File: src/rtl/wb_sched_pkg.sv
// Shared definitions for the writeback scheduler slice.
// Holds register-file geometry, the writeback source encoding and the
// requester index map used on the arbiter's request/grant vectors.
package wb_sched_pkg;

  localparam int byteW   = 8;   // register-file data width
  localparam int opPtrAW = 4;   // register pointer width
  localparam int NREG    = 16;  // register count, 2**opPtrAW

  // Which source owns the write port this cycle.
  typedef enum logic [1:0] {
    WB_NONE = 2'd0,
    WB_ALU  = 2'd1,
    WB_MEM  = 2'd2,
    WB_LUT  = 2'd3
  } wb_src_e;

  // Bit positions of each requester in the arbiter's req/gnt vectors.
  localparam int SRC_ALU = 0;
  localparam int SRC_MEM = 1;
  localparam int SRC_LUT = 2;

endpackage

File: src/rtl/wb_sched_if.sv
// Request/grant bundle between the result sources and the writeback
// scheduler. Each source raises its req with a destination pointer and
// holds both until it sees its gnt.
//   master : result sources (drive req/dst, observe gnt)
//   slave  : wb_sched      (observe req/dst, drive gnt)
interface wb_sched_if;
  import wb_sched_pkg::*;

  logic               alu_req;
  logic [opPtrAW-1:0] alu_dst;
  logic               mem_req;
  logic [opPtrAW-1:0] mem_dst;
  logic               lut_req;
  logic [opPtrAW-1:0] lut_dst;
  logic               alu_gnt;
  logic               mem_gnt;
  logic               lut_gnt;

  modport master (
    output alu_req, alu_dst, mem_req, mem_dst, lut_req, lut_dst,
    input  alu_gnt, mem_gnt, lut_gnt
  );

  modport slave (
    input  alu_req, alu_dst, mem_req, mem_dst, lut_req, lut_dst,
    output alu_gnt, mem_gnt, lut_gnt
  );

endinterface

File: src/rtl/wb_sched_arb.sv
// wb_prio_arb: 3-way starvation-aware fixed-priority arbiter.
// Ports:
//   clk, init_n : clock and synchronous active-low reset
//   req[2:0]    : requests, indexed by SRC_ALU/SRC_MEM/SRC_LUT
//   gnt[2:0]    : one-hot combinational grant (zero while init_n=0)
//   src         : granted source as wb_src_e (WB_NONE when idle)
// A requester that has waited STARVE_LIM cycles joins the starved class,
// which always beats the normal class; inside a class mem > lut > alu.
module wb_prio_arb
  import wb_sched_pkg::*;
#(
  parameter int STARVE_LIM = 3
) (
  input  logic       clk,
  input  logic       init_n,
  input  logic [2:0] req,
  output logic [2:0] gnt,
  output wb_src_e    src
);

  localparam logic [2:0] LIM = 3'(STARVE_LIM);

  logic [2:0][2:0] wait_r;
  logic [2:0]      starved_s;
  logic [2:0]      gnt_s;
  wb_src_e         src_s;

  // Flag requesters whose wait has reached the promotion threshold.
  always_comb begin
    starved_s = 3'b000;
    for (int i = 0; i < 3; i++) begin
      starved_s[i] = req[i] & (wait_r[i] >= LIM);
    end
  end

  // Starved class first, then normal class, each in mem > lut > alu order.
  always_comb begin
    gnt_s = 3'b000;
    src_s = WB_NONE;
    if (!init_n) begin
      gnt_s = 3'b000;
      src_s = WB_NONE;
    end else if (starved_s[SRC_MEM]) begin
      gnt_s[SRC_MEM] = 1'b1;
      src_s          = WB_MEM;
    end else if (starved_s[SRC_LUT]) begin
      gnt_s[SRC_LUT] = 1'b1;
      src_s          = WB_LUT;
    end else if (starved_s[SRC_ALU]) begin
      gnt_s[SRC_ALU] = 1'b1;
      src_s          = WB_ALU;
    end else if (req[SRC_MEM]) begin
      gnt_s[SRC_MEM] = 1'b1;
      src_s          = WB_MEM;
    end else if (req[SRC_LUT]) begin
      gnt_s[SRC_LUT] = 1'b1;
      src_s          = WB_LUT;
    end else if (req[SRC_ALU]) begin
      gnt_s[SRC_ALU] = 1'b1;
      src_s          = WB_ALU;
    end else begin
      gnt_s = 3'b000;
      src_s = WB_NONE;
    end
  end

  // Wait counters: count up (saturating) while refused, clear on grant or idle.
  always_ff @(posedge clk) begin
    if (!init_n) begin
      wait_r <= 9'd0;
    end else begin
      for (int i = 0; i < 3; i++) begin
        if (req[i] && !gnt_s[i]) begin
          if (wait_r[i] != 3'd7) begin
            wait_r[i] <= wait_r[i] + 3'd1;
          end else begin
            wait_r[i] <= wait_r[i];
          end
        end else begin
          wait_r[i] <= 3'd0;
        end
      end
    end
  end

  assign gnt = gnt_s;
  assign src = src_s;

endmodule

File: src/rtl/wb_sched.sv
// wb_sched: writeback scheduler for the 8-bit, 16-entry register file.
// Ports:
//   clk, init_n          : clock and synchronous active-low reset
//   rq (wb_sched_if)     : ALU / memory / LUT request, dst and grant
//   ld_iss, ld_iss_dst   : load issue notification for the scoreboard
//   rd_ptr_a/b, rd_b_imd : decode read pointers; B ignored when immediate
//   stall                : decode hold, read-after-load hazard
//   reg_wrt, mem_ld, lut_ld, wb_ptr : registered register-file write control
//   pend                 : scoreboard bitmap
//   sb_err               : sticky, load issued to an already-pending register
module wb_sched #(
  parameter int STARVE_LIM = 3,
  parameter int NREG       = 16
) (
  input  logic                              clk,
  input  logic                              init_n,
  wb_sched_if.slave                         rq,
  input  logic                              ld_iss,
  input  logic [wb_sched_pkg::opPtrAW-1:0]  ld_iss_dst,
  input  logic [wb_sched_pkg::opPtrAW-1:0]  rd_ptr_a,
  input  logic [wb_sched_pkg::opPtrAW-1:0]  rd_ptr_b,
  input  logic                              rd_b_imd,
  output logic                              stall,
  output logic                              reg_wrt,
  output logic                              mem_ld,
  output logic                              lut_ld,
  output logic [wb_sched_pkg::opPtrAW-1:0]  wb_ptr,
  output logic [NREG-1:0]                   pend,
  output logic                              sb_err
);
  import wb_sched_pkg::*;

  logic [2:0]         gnt_s;
  wb_src_e            src_s;
  logic [opPtrAW-1:0] wb_dst_s;
  logic [NREG-1:0]    pend_nxt_s;
  logic               sb_err_nxt_s;

  logic               reg_wrt_r;
  logic               mem_ld_r;
  logic               lut_ld_r;
  logic [opPtrAW-1:0] wb_ptr_r;
  logic [NREG-1:0]    pend_r;
  logic               sb_err_r;

  wb_prio_arb #(
    .STARVE_LIM (STARVE_LIM)
  ) u_arb (
    .clk    (clk),
    .init_n (init_n),
    .req    ({rq.lut_req, rq.mem_req, rq.alu_req}),
    .gnt    (gnt_s),
    .src    (src_s)
  );

  assign rq.alu_gnt = gnt_s[SRC_ALU];
  assign rq.mem_gnt = gnt_s[SRC_MEM];
  assign rq.lut_gnt = gnt_s[SRC_LUT];

  // Destination of the granted source; hold the old pointer when idle.
  always_comb begin
    wb_dst_s = wb_ptr_r;
    case (src_s)
      WB_MEM:  wb_dst_s = rq.mem_dst;
      WB_LUT:  wb_dst_s = rq.lut_dst;
      WB_ALU:  wb_dst_s = rq.alu_dst;
      default: wb_dst_s = wb_ptr_r;
    endcase
  end

  // Scoreboard update: clear on load writeback first, then apply a new
  // issue so a same-cycle set wins and is not flagged as a double issue.
  always_comb begin
    pend_nxt_s   = pend_r;
    sb_err_nxt_s = sb_err_r;
    if (src_s == WB_MEM) begin
      pend_nxt_s[rq.mem_dst] = 1'b0;
    end else begin
      pend_nxt_s = pend_r;
    end
    if (ld_iss) begin
      if (pend_nxt_s[ld_iss_dst]) begin
        sb_err_nxt_s = 1'b1;
      end else begin
        sb_err_nxt_s = sb_err_r;
      end
      pend_nxt_s[ld_iss_dst] = 1'b1;
    end else begin
      sb_err_nxt_s = sb_err_r;
    end
  end

  // Registered write control and scoreboard state.
  always_ff @(posedge clk) begin
    if (!init_n) begin
      reg_wrt_r <= 1'b0;
      mem_ld_r  <= 1'b0;
      lut_ld_r  <= 1'b0;
      wb_ptr_r  <= {opPtrAW{1'b0}};
      pend_r    <= {NREG{1'b0}};
      sb_err_r  <= 1'b0;
    end else begin
      reg_wrt_r <= (src_s != WB_NONE);
      mem_ld_r  <= (src_s == WB_MEM);
      lut_ld_r  <= (src_s == WB_LUT);
      wb_ptr_r  <= wb_dst_s;
      pend_r    <= pend_nxt_s;
      sb_err_r  <= sb_err_nxt_s;
    end
  end

  // The pend bit of a register written back this cycle is already clear,
  // so decode resumes without an extra bubble.
  assign stall   = pend_r[rd_ptr_a] | (pend_r[rd_ptr_b] & ~rd_b_imd);
  assign reg_wrt = reg_wrt_r;
  assign mem_ld  = mem_ld_r;
  assign lut_ld  = lut_ld_r;
  assign wb_ptr  = wb_ptr_r;
  assign pend    = pend_r;
  assign sb_err  = sb_err_r;

endmodule

File: src/flat_wrapper.sv
// flat-port wrapper written by rule: the top's interface ports become plain ports
module wb_sched_flat import wb_sched_pkg::*;
#(
  parameter int STARVE_LIM = 3,
  parameter int NREG       = 16
)
  (clk, init_n, ld_iss, ld_iss_dst, rd_ptr_a, rd_ptr_b, rd_b_imd, stall, reg_wrt, mem_ld, lut_ld, wb_ptr, pend, sb_err, rq_alu_req, rq_alu_dst, rq_mem_req, rq_mem_dst, rq_lut_req, rq_lut_dst, rq_alu_gnt, rq_mem_gnt, rq_lut_gnt);
  wb_sched_if rq_i ();
  input  logic clk;
  input  logic init_n;
  input  logic ld_iss;
  input  logic [wb_sched_pkg::opPtrAW-1:0] ld_iss_dst;
  input  logic [wb_sched_pkg::opPtrAW-1:0] rd_ptr_a;
  input  logic [wb_sched_pkg::opPtrAW-1:0] rd_ptr_b;
  input  logic rd_b_imd;
  output logic stall;
  output logic reg_wrt;
  output logic mem_ld;
  output logic lut_ld;
  output logic [wb_sched_pkg::opPtrAW-1:0] wb_ptr;
  output logic [NREG-1:0] pend;
  output logic sb_err;
  input wire logic [$bits(rq_i.alu_req)-1:0] rq_alu_req;
  input wire logic [$bits(rq_i.alu_dst)-1:0] rq_alu_dst;
  input wire logic [$bits(rq_i.mem_req)-1:0] rq_mem_req;
  input wire logic [$bits(rq_i.mem_dst)-1:0] rq_mem_dst;
  input wire logic [$bits(rq_i.lut_req)-1:0] rq_lut_req;
  input wire logic [$bits(rq_i.lut_dst)-1:0] rq_lut_dst;
  output wire logic [$bits(rq_i.alu_gnt)-1:0] rq_alu_gnt;
  output wire logic [$bits(rq_i.mem_gnt)-1:0] rq_mem_gnt;
  output wire logic [$bits(rq_i.lut_gnt)-1:0] rq_lut_gnt;
  assign rq_i.alu_req = rq_alu_req;
  assign rq_i.alu_dst = rq_alu_dst;
  assign rq_i.mem_req = rq_mem_req;
  assign rq_i.mem_dst = rq_mem_dst;
  assign rq_i.lut_req = rq_lut_req;
  assign rq_i.lut_dst = rq_lut_dst;
  assign rq_alu_gnt = rq_i.alu_gnt;
  assign rq_mem_gnt = rq_i.mem_gnt;
  assign rq_lut_gnt = rq_i.lut_gnt;
  wb_sched #(.STARVE_LIM(STARVE_LIM), .NREG(NREG)) u_core (.clk(clk), .init_n(init_n), .rq(rq_i), .ld_iss(ld_iss), .ld_iss_dst(ld_iss_dst), .rd_ptr_a(rd_ptr_a), .rd_ptr_b(rd_ptr_b), .rd_b_imd(rd_b_imd), .stall(stall), .reg_wrt(reg_wrt), .mem_ld(mem_ld), .lut_ld(lut_ld), .wb_ptr(wb_ptr), .pend(pend), .sb_err(sb_err));
endmodule
File: config.mk
export PLATFORM = sky130hd
export DESIGN_NAME = wb_sched_flat
export DESIGN_NICKNAME = d
export VERILOG_FILES = /design/src/rtl/wb_sched_pkg.sv /design/src/rtl/wb_sched_if.sv /design/src/rtl/wb_sched_arb.sv /design/src/rtl/wb_sched.sv /design/src/flat_wrapper.sv
export SDC_FILE = /design/constraint.sdc
export NUM_CORES = 1
export LEC_CHECK = 0
export CAP_MARGIN = 20
export CORE_ASPECT_RATIO = 1.4
export CORE_UTILIZATION = 38
export DETAILED_ROUTE_END_ITERATION = 16
export HOLD_SLACK_MARGIN = 0.1
export PLACE_DENSITY = 0.67
export REMOVE_ABC_BUFFERS = 1
export SETUP_SLACK_MARGIN = 0.15
export SYNTH_ARGS = -nofsm -noshare
export SYNTH_HDL_FRONTEND = slang
export SYNTH_SLANG_ARGS = --single-unit
File: constraint.sdc
create_clock -name clk -period 6.4 [get_ports clk]
set_input_delay 0.64 -clock clk [delete_from_list [all_inputs] [get_ports clk]]
set_output_delay 0.64 -clock clk [all_outputs]
set_load 0.01 [all_outputs]
# After elaboration in Yosys (flattened, before gate mapping)
# Index checks and enable logic that the tools add are counted.
# totals
output_inout_bits	28
ff_bits	33
word_cells	90
# classes
add_sub_neg	3
n_mux	40
n_eq_ne	6
n_reduce_logical	14
bitwise	9
magnitude_cmp	9
# ops
cell	count
$mux 16	2
$mux 2	15
$lt 4x5->1 const B	4
$and 16x16->16	1
$mux 1	16
$not 16->16	1
$or 16x16->16	1
$bmux 1 s4	3
$pmux 4 s3	1
$add 3x1->3 const B	3
$ge 3x2->1 const B	3
$ne 3x3->1 const B	3
$demux 1 s4	2
$ge 4x1->1 const B	2
$reduce_and 2->1	4
$logic_and 1x1->1	5
$and 1x1->1	4
$eq 2x2->1 const B	2
$logic_not 1->1	3
$mux 3	1
$reduce_bool 3->1	1
$eq 2x1->1 const B	1
$reduce_bool 2->1	1
$not 1->1	1
$or 1x1->1	1

# Depth between registers and ports, before layout
# logic_depth
depth_word	15
ltp_mapped	8
ltp_nobuf	7

# Modules after synthesis
# A second synthesis with hierarchy kept.
# unflattened
cells_unflattened	225
hier_area_um2	2190.9
# modules_own_cells
module	cells_per_inst	seq_area_each_um2	instances	area_each_um2
wb_sched	149	480.5	1	1511.4
wb_prio_arb	76	180.2	1	679.4

# Worst setup path after synthesis
# No wires, ideal clock.
# synth_timing
path_type	input-to-output
from	in rd_ptr_b[0] (netlist bit)
to	out stall
t_required_ns	5.760
cell_stages	3
arrival_time_ns	1.773
slack_ns	3.987
n_path_buf	0
path_cell_list	mux4_2 > mux4_2 > a21o_1
# synth_between
elab_chain_cells	4
# synth_rtl
element	line_no	source
start, declared	flat_wrapper.sv:14	input logic [wb_sched_pkg::opPtrAW-1:0] rd_ptr_b;
$bmux 1 s4	wb_sched.sv:114	assign stall = pend_r[rd_ptr_a] | (pend_r[rd_ptr_b] & ~rd_b_imd);
$mux 1 (not written as such)	wb_sched.sv:114	
$and 1x1->1	wb_sched.sv:114	
$or 1x1->1	wb_sched.sv:114	
end, declared	flat_wrapper.sv:16	output logic stall;
# No other way between the ends. The select of a mux whose other input is x is not followed.

# Final worst setup path
# layout_timing
from	in init_n
to	out rq_lut_gnt
# layout_between
elab_chain_cells	1
# layout_rtl
element	line_no	source
start, declared	flat_wrapper.sv:10	input logic init_n;
$mux 3	wb_sched_arb.sv:40	if (!init_n) begin
end, declared	flat_wrapper.sv:31	output wire logic [$bits(rq_i.lut_gnt)-1:0] rq_lut_gnt;
# No other way between the ends.

==> run summary <==
The run finished with clean final reports. 0 antenna diodes ended up in the layout. Counting instances in the post-synthesis netlist gives the leading cell types as sky130_fd_sc_hd__dfxtp_1 (33), sky130_fd_sc_hd__nand2_1 (25), sky130_fd_sc_hd__nor2_1 (21). The clock sink total was 33. The number of hold-slack violations in the final timing report is 0, and the HPWL after detailed placement is 4.50 mm.

The maximum number of buffers from clock root to sink is 2. Setup repair after global routing left no endpoint under its margin. The tools report the via total after detailed routing as 2110.

By area the synthesized netlist is led by sky130_fd_sc_hd__dfxtp_1 (30%), sky130_fd_sc_hd__mux4_2 (15%), sky130_fd_sc_hd__ha_1 (5.2%), sky130_fd_sc_hd__o21ai_0 (4.4%), sky130_fd_sc_hd__nand2_1 (4.3%). In the finished design, the share of the clock period the worst path needs comes to 55.9%. The tools report the count of nets after finishing as 334.

The overall die width works out to 66.1 microns. Ratio of cells with drive above 1 in the final layout: 9.49%. The count of buffers added on input and output ports is 58.

The overall die area was 6060 sq um; the number of DRC violations after detailed routing was 0. On the critical path, the stage with the largest delay is an instance of sky130_fd_sc_hd__clkdlybuf4s50_1. Counting flops and latches in the post-synthesis netlist gives 33.

The Yosys step of the flow raised 0 warnings. Clock-pin slew was measured on the worst setup and hold paths at 0.07 ns. Across all hold checks on the routed design, the worst slack comes to 0.477 ns. Once the clock tree was built, the setup fixing pass inserted 0 buffers.

The post-CTS resize count is 0. TritonCTS built the clock tree. The combined area of all synthesized cells was 2180 sq um; the number of enable-type register cells in the synthesized netlist was 0. The critical setup path kind was in2out. The sequential cells in the finished layout cover a total of 661 sq um.

The logs give 2.94 ns for the data arrival time at the worst-slack endpoint and 0 for the number of antenna violations at the first check in global routing. The total routing resource utilization after global routing came out at 20.3%. The filler cell count in the final layout is 526. The first global-routing pass estimated 9.42 mm of wire. The most repeated library cell on the critical path is sky130_fd_sc_hd__clkdlybuf4s50_1. For the number of setup violations in the final report, the log shows 0. STA classifies the critical path startpoint as an input pin. In this run the vertical extent of the chip is 91.7 microns. The DRC marker count from the first detailed-route iteration came out at 155. Power spread over the standard cell area amounts to 168 nW/um^2.

In the final timing run, aggregate negative setup slack is 0 ns. Relative to the synthesized area, the layout overhead comes to 32.6%. The run gives 0.29 ns as the latest clock arrival within the worst-skew pair. The first detailed-routing pass ran for 4 iterations. In the final routed layout, each cell accounts on average for 16.1 microns.

The proportion of netlist area held by the largest area contributor was 30.3%; the post-route antenna net violation count was 0. The cell sitting at the root of the clock tree is a sky130_fd_sc_hd__clkbuf_8. The number of global-route vias before repair is 2041, and the initial standard-cell utilization of the core is 39.5%.

For the maximum number of pins on one net before global-route repair, the log shows 22. For the reported max-cap violation count, the log shows 0. The number of buffers inserted by hold repair at cts is 0. The synthesized design spends more area on one cell type than any other, namely sky130_fd_sc_hd__dfxtp_1.

The average footprint of a synthesized cell was 9.06 sq um. The number of unique standard cell types used by synthesis is 43. For this run, the register share of the synthesized area comes to 30.3%.

After detailed routing, the total wire length is 5.85 mm. The worst clock skew came out at 0.00625 ns. The analysis attributes to cell leakage a power of 0.00107 uW. Worst vdd rail ir drop: 133 uV. In the synthesized netlist the async set-or-reset flop fraction comes to 0%. For the total core area, the log shows 5530 sq um. The tools report the count of standard-cell rows as 32. The shortest period the worst path allows came out at 3.58 ns. The worst hold path belongs to the class reg2reg. The cell count after synthesis is 241, and the fmax is 280 MHz.

The most used flip-flop cell after synthesis was sky130_fd_sc_hd__dfxtp_1. CTS built an H-tree with a depth of 2. In this design, the stage delay of the slowest critical-path cell is 0.93 ns.

Among all cell types in the netlist, the one instantiated most often is sky130_fd_sc_hd__dfxtp_1. Buffers inserted during clock tree synthesis total 5. For the final weighted congestion in routability-driven placement, the log shows 0.931. After global routing the overflow that remains totals 0. The number of vias per cell after detailed routing came out at 5.81.

The maximum fanout count along the critical path came out at 21. Walking the worst path, the cells encountered are clkdlybuf4s50_1, nand2_1, a21oi_1, clkdlybuf4s50_1. The slew at the pin closest to its max-slew limit was 0.830 ns. Number of placed I/O pins: 59.

Critical path endpoint category: an output port. STA puts the critical path data required time at 5.76 ns. The final number of max-transition violations was 0.

Multi-input combinational cell area: 1430 sq um. For the worst slew margin relative to its limit, the log shows 44.5%.
cell type report:
cell class              instances  share of cell area [%]
multi-input cells             185                    49.2
flip-flops and latches         33                    22.8
repair buffers                 58                    20.1
clock buffers                   7                    3.33
well taps                      68                    2.94
inverters                      11                    1.43
clock inverters                 1                   0.173
state kept, by name (all words and copies together), names as in the netlist:
| register | flops |
|---|---|
| u_core.lut_ld | 1 |
| u_core.mem_ld | 1 |
| u_core.u_arb.wait_r | 9 |
| u_core.pend | 16 |
| u_core.wb_ptr | 4 |
| u_core.sb_err | 1 |
| u_core.reg_wrt | 1 |
layout by cell type (no fill, tap or decap), types with 2 or more instances in the layout:
master                             n
sky130_fd_sc_hd__or4_1             3
sky130_fd_sc_hd__o311ai_0          4
sky130_fd_sc_hd__mux4_2           15
sky130_fd_sc_hd__nand3_1           6
sky130_fd_sc_hd__nor3_1            7
sky130_fd_sc_hd__nor3b_1           4
sky130_fd_sc_hd__a32o_1            3
sky130_fd_sc_hd__clkdlybuf4s50_1  58
sky130_fd_sc_hd__nor2b_1           3
sky130_fd_sc_hd__a211o_1           2
sky130_fd_sc_hd__ha_1              9
sky130_fd_sc_hd__a221oi_1          4
sky130_fd_sc_hd__dfxtp_1          33
sky130_fd_sc_hd__o31ai_1           4
sky130_fd_sc_hd__o21ai_0          19
sky130_fd_sc_hd__xor2_1            5
sky130_fd_sc_hd__nor2_1           21
sky130_fd_sc_hd__inv_1            10
sky130_fd_sc_hd__clkbuf_8          7
sky130_fd_sc_hd__nand2_1          25
sky130_fd_sc_hd__mux2i_1           6
sky130_fd_sc_hd__nand2b_1          6
sky130_fd_sc_hd__a21oi_1          18
sky130_fd_sc_hd__nand3b_1          4
report_power, final:
part	internal (uW)	switching, uW
clock	97.1	76.3
combinational	48.9	43.7
sequential	213	6.97
final timing paths:
kind                           from             end  slack (ns)  depth (start not counted)
max reg2reg  u_core.u_arb.wait_r[0]  u_core.pend[1]        3.86                          7
max                          init_n      rq_lut_gnt        2.82                          4
min reg2reg           u_core.sb_err   u_core.sb_err        0.48                          2
min                   u_core.sb_err   u_core.sb_err        0.48                          2
through the flow:
stage	total power [uW]	utilization, %	instance area (sq um)	instances	setup slack, ns
5_1_grt	505	52.4	2890	363	2.65
3_3_place_gp	316	50.5	2790	355	2.88
3_5_place_dp	317	50.5	2790	355	2.82
6_report	485	52.4	2890	363	2.82
4_1_cts	489	52.4	2890	363	2.81
2_1_floorplan	262	-	2130	229	3.99
cells by family (layout without fill, tap and decap cells):
group	after synthesis	after routing	synth area share (%)
simple gates	84	84	19.1
compound gates	65	65	20.3
flops	33	33	30.3
buf+inv	23	77	4.47
mux	22	22	18.7
fa+ha+maj	9	9	5.16
xor+xnor	5	5	2.01
worst max-delay path, delay by kind of cell:
kind | cells | cell delay, ns
AO/OA/AOI/OAI | 1 | 0.49
buffers and inverters | 2 | 1.57
AND/OR/NAND/NOR | 1 | 0.24
routing by layer:
layer | wire length [microns] | GRT usage (%) | vias to the layer above
li1 | - | - | 1015
met1 | 2330 | 21.9 | 983
met2 | 2950 | 36.1 | 95
met3 | 373 | 4.23 | 17
met4 | 201 | 10.3 | 0
met5 | 0 | 0 | -
(Power assumes the default switching activity.)
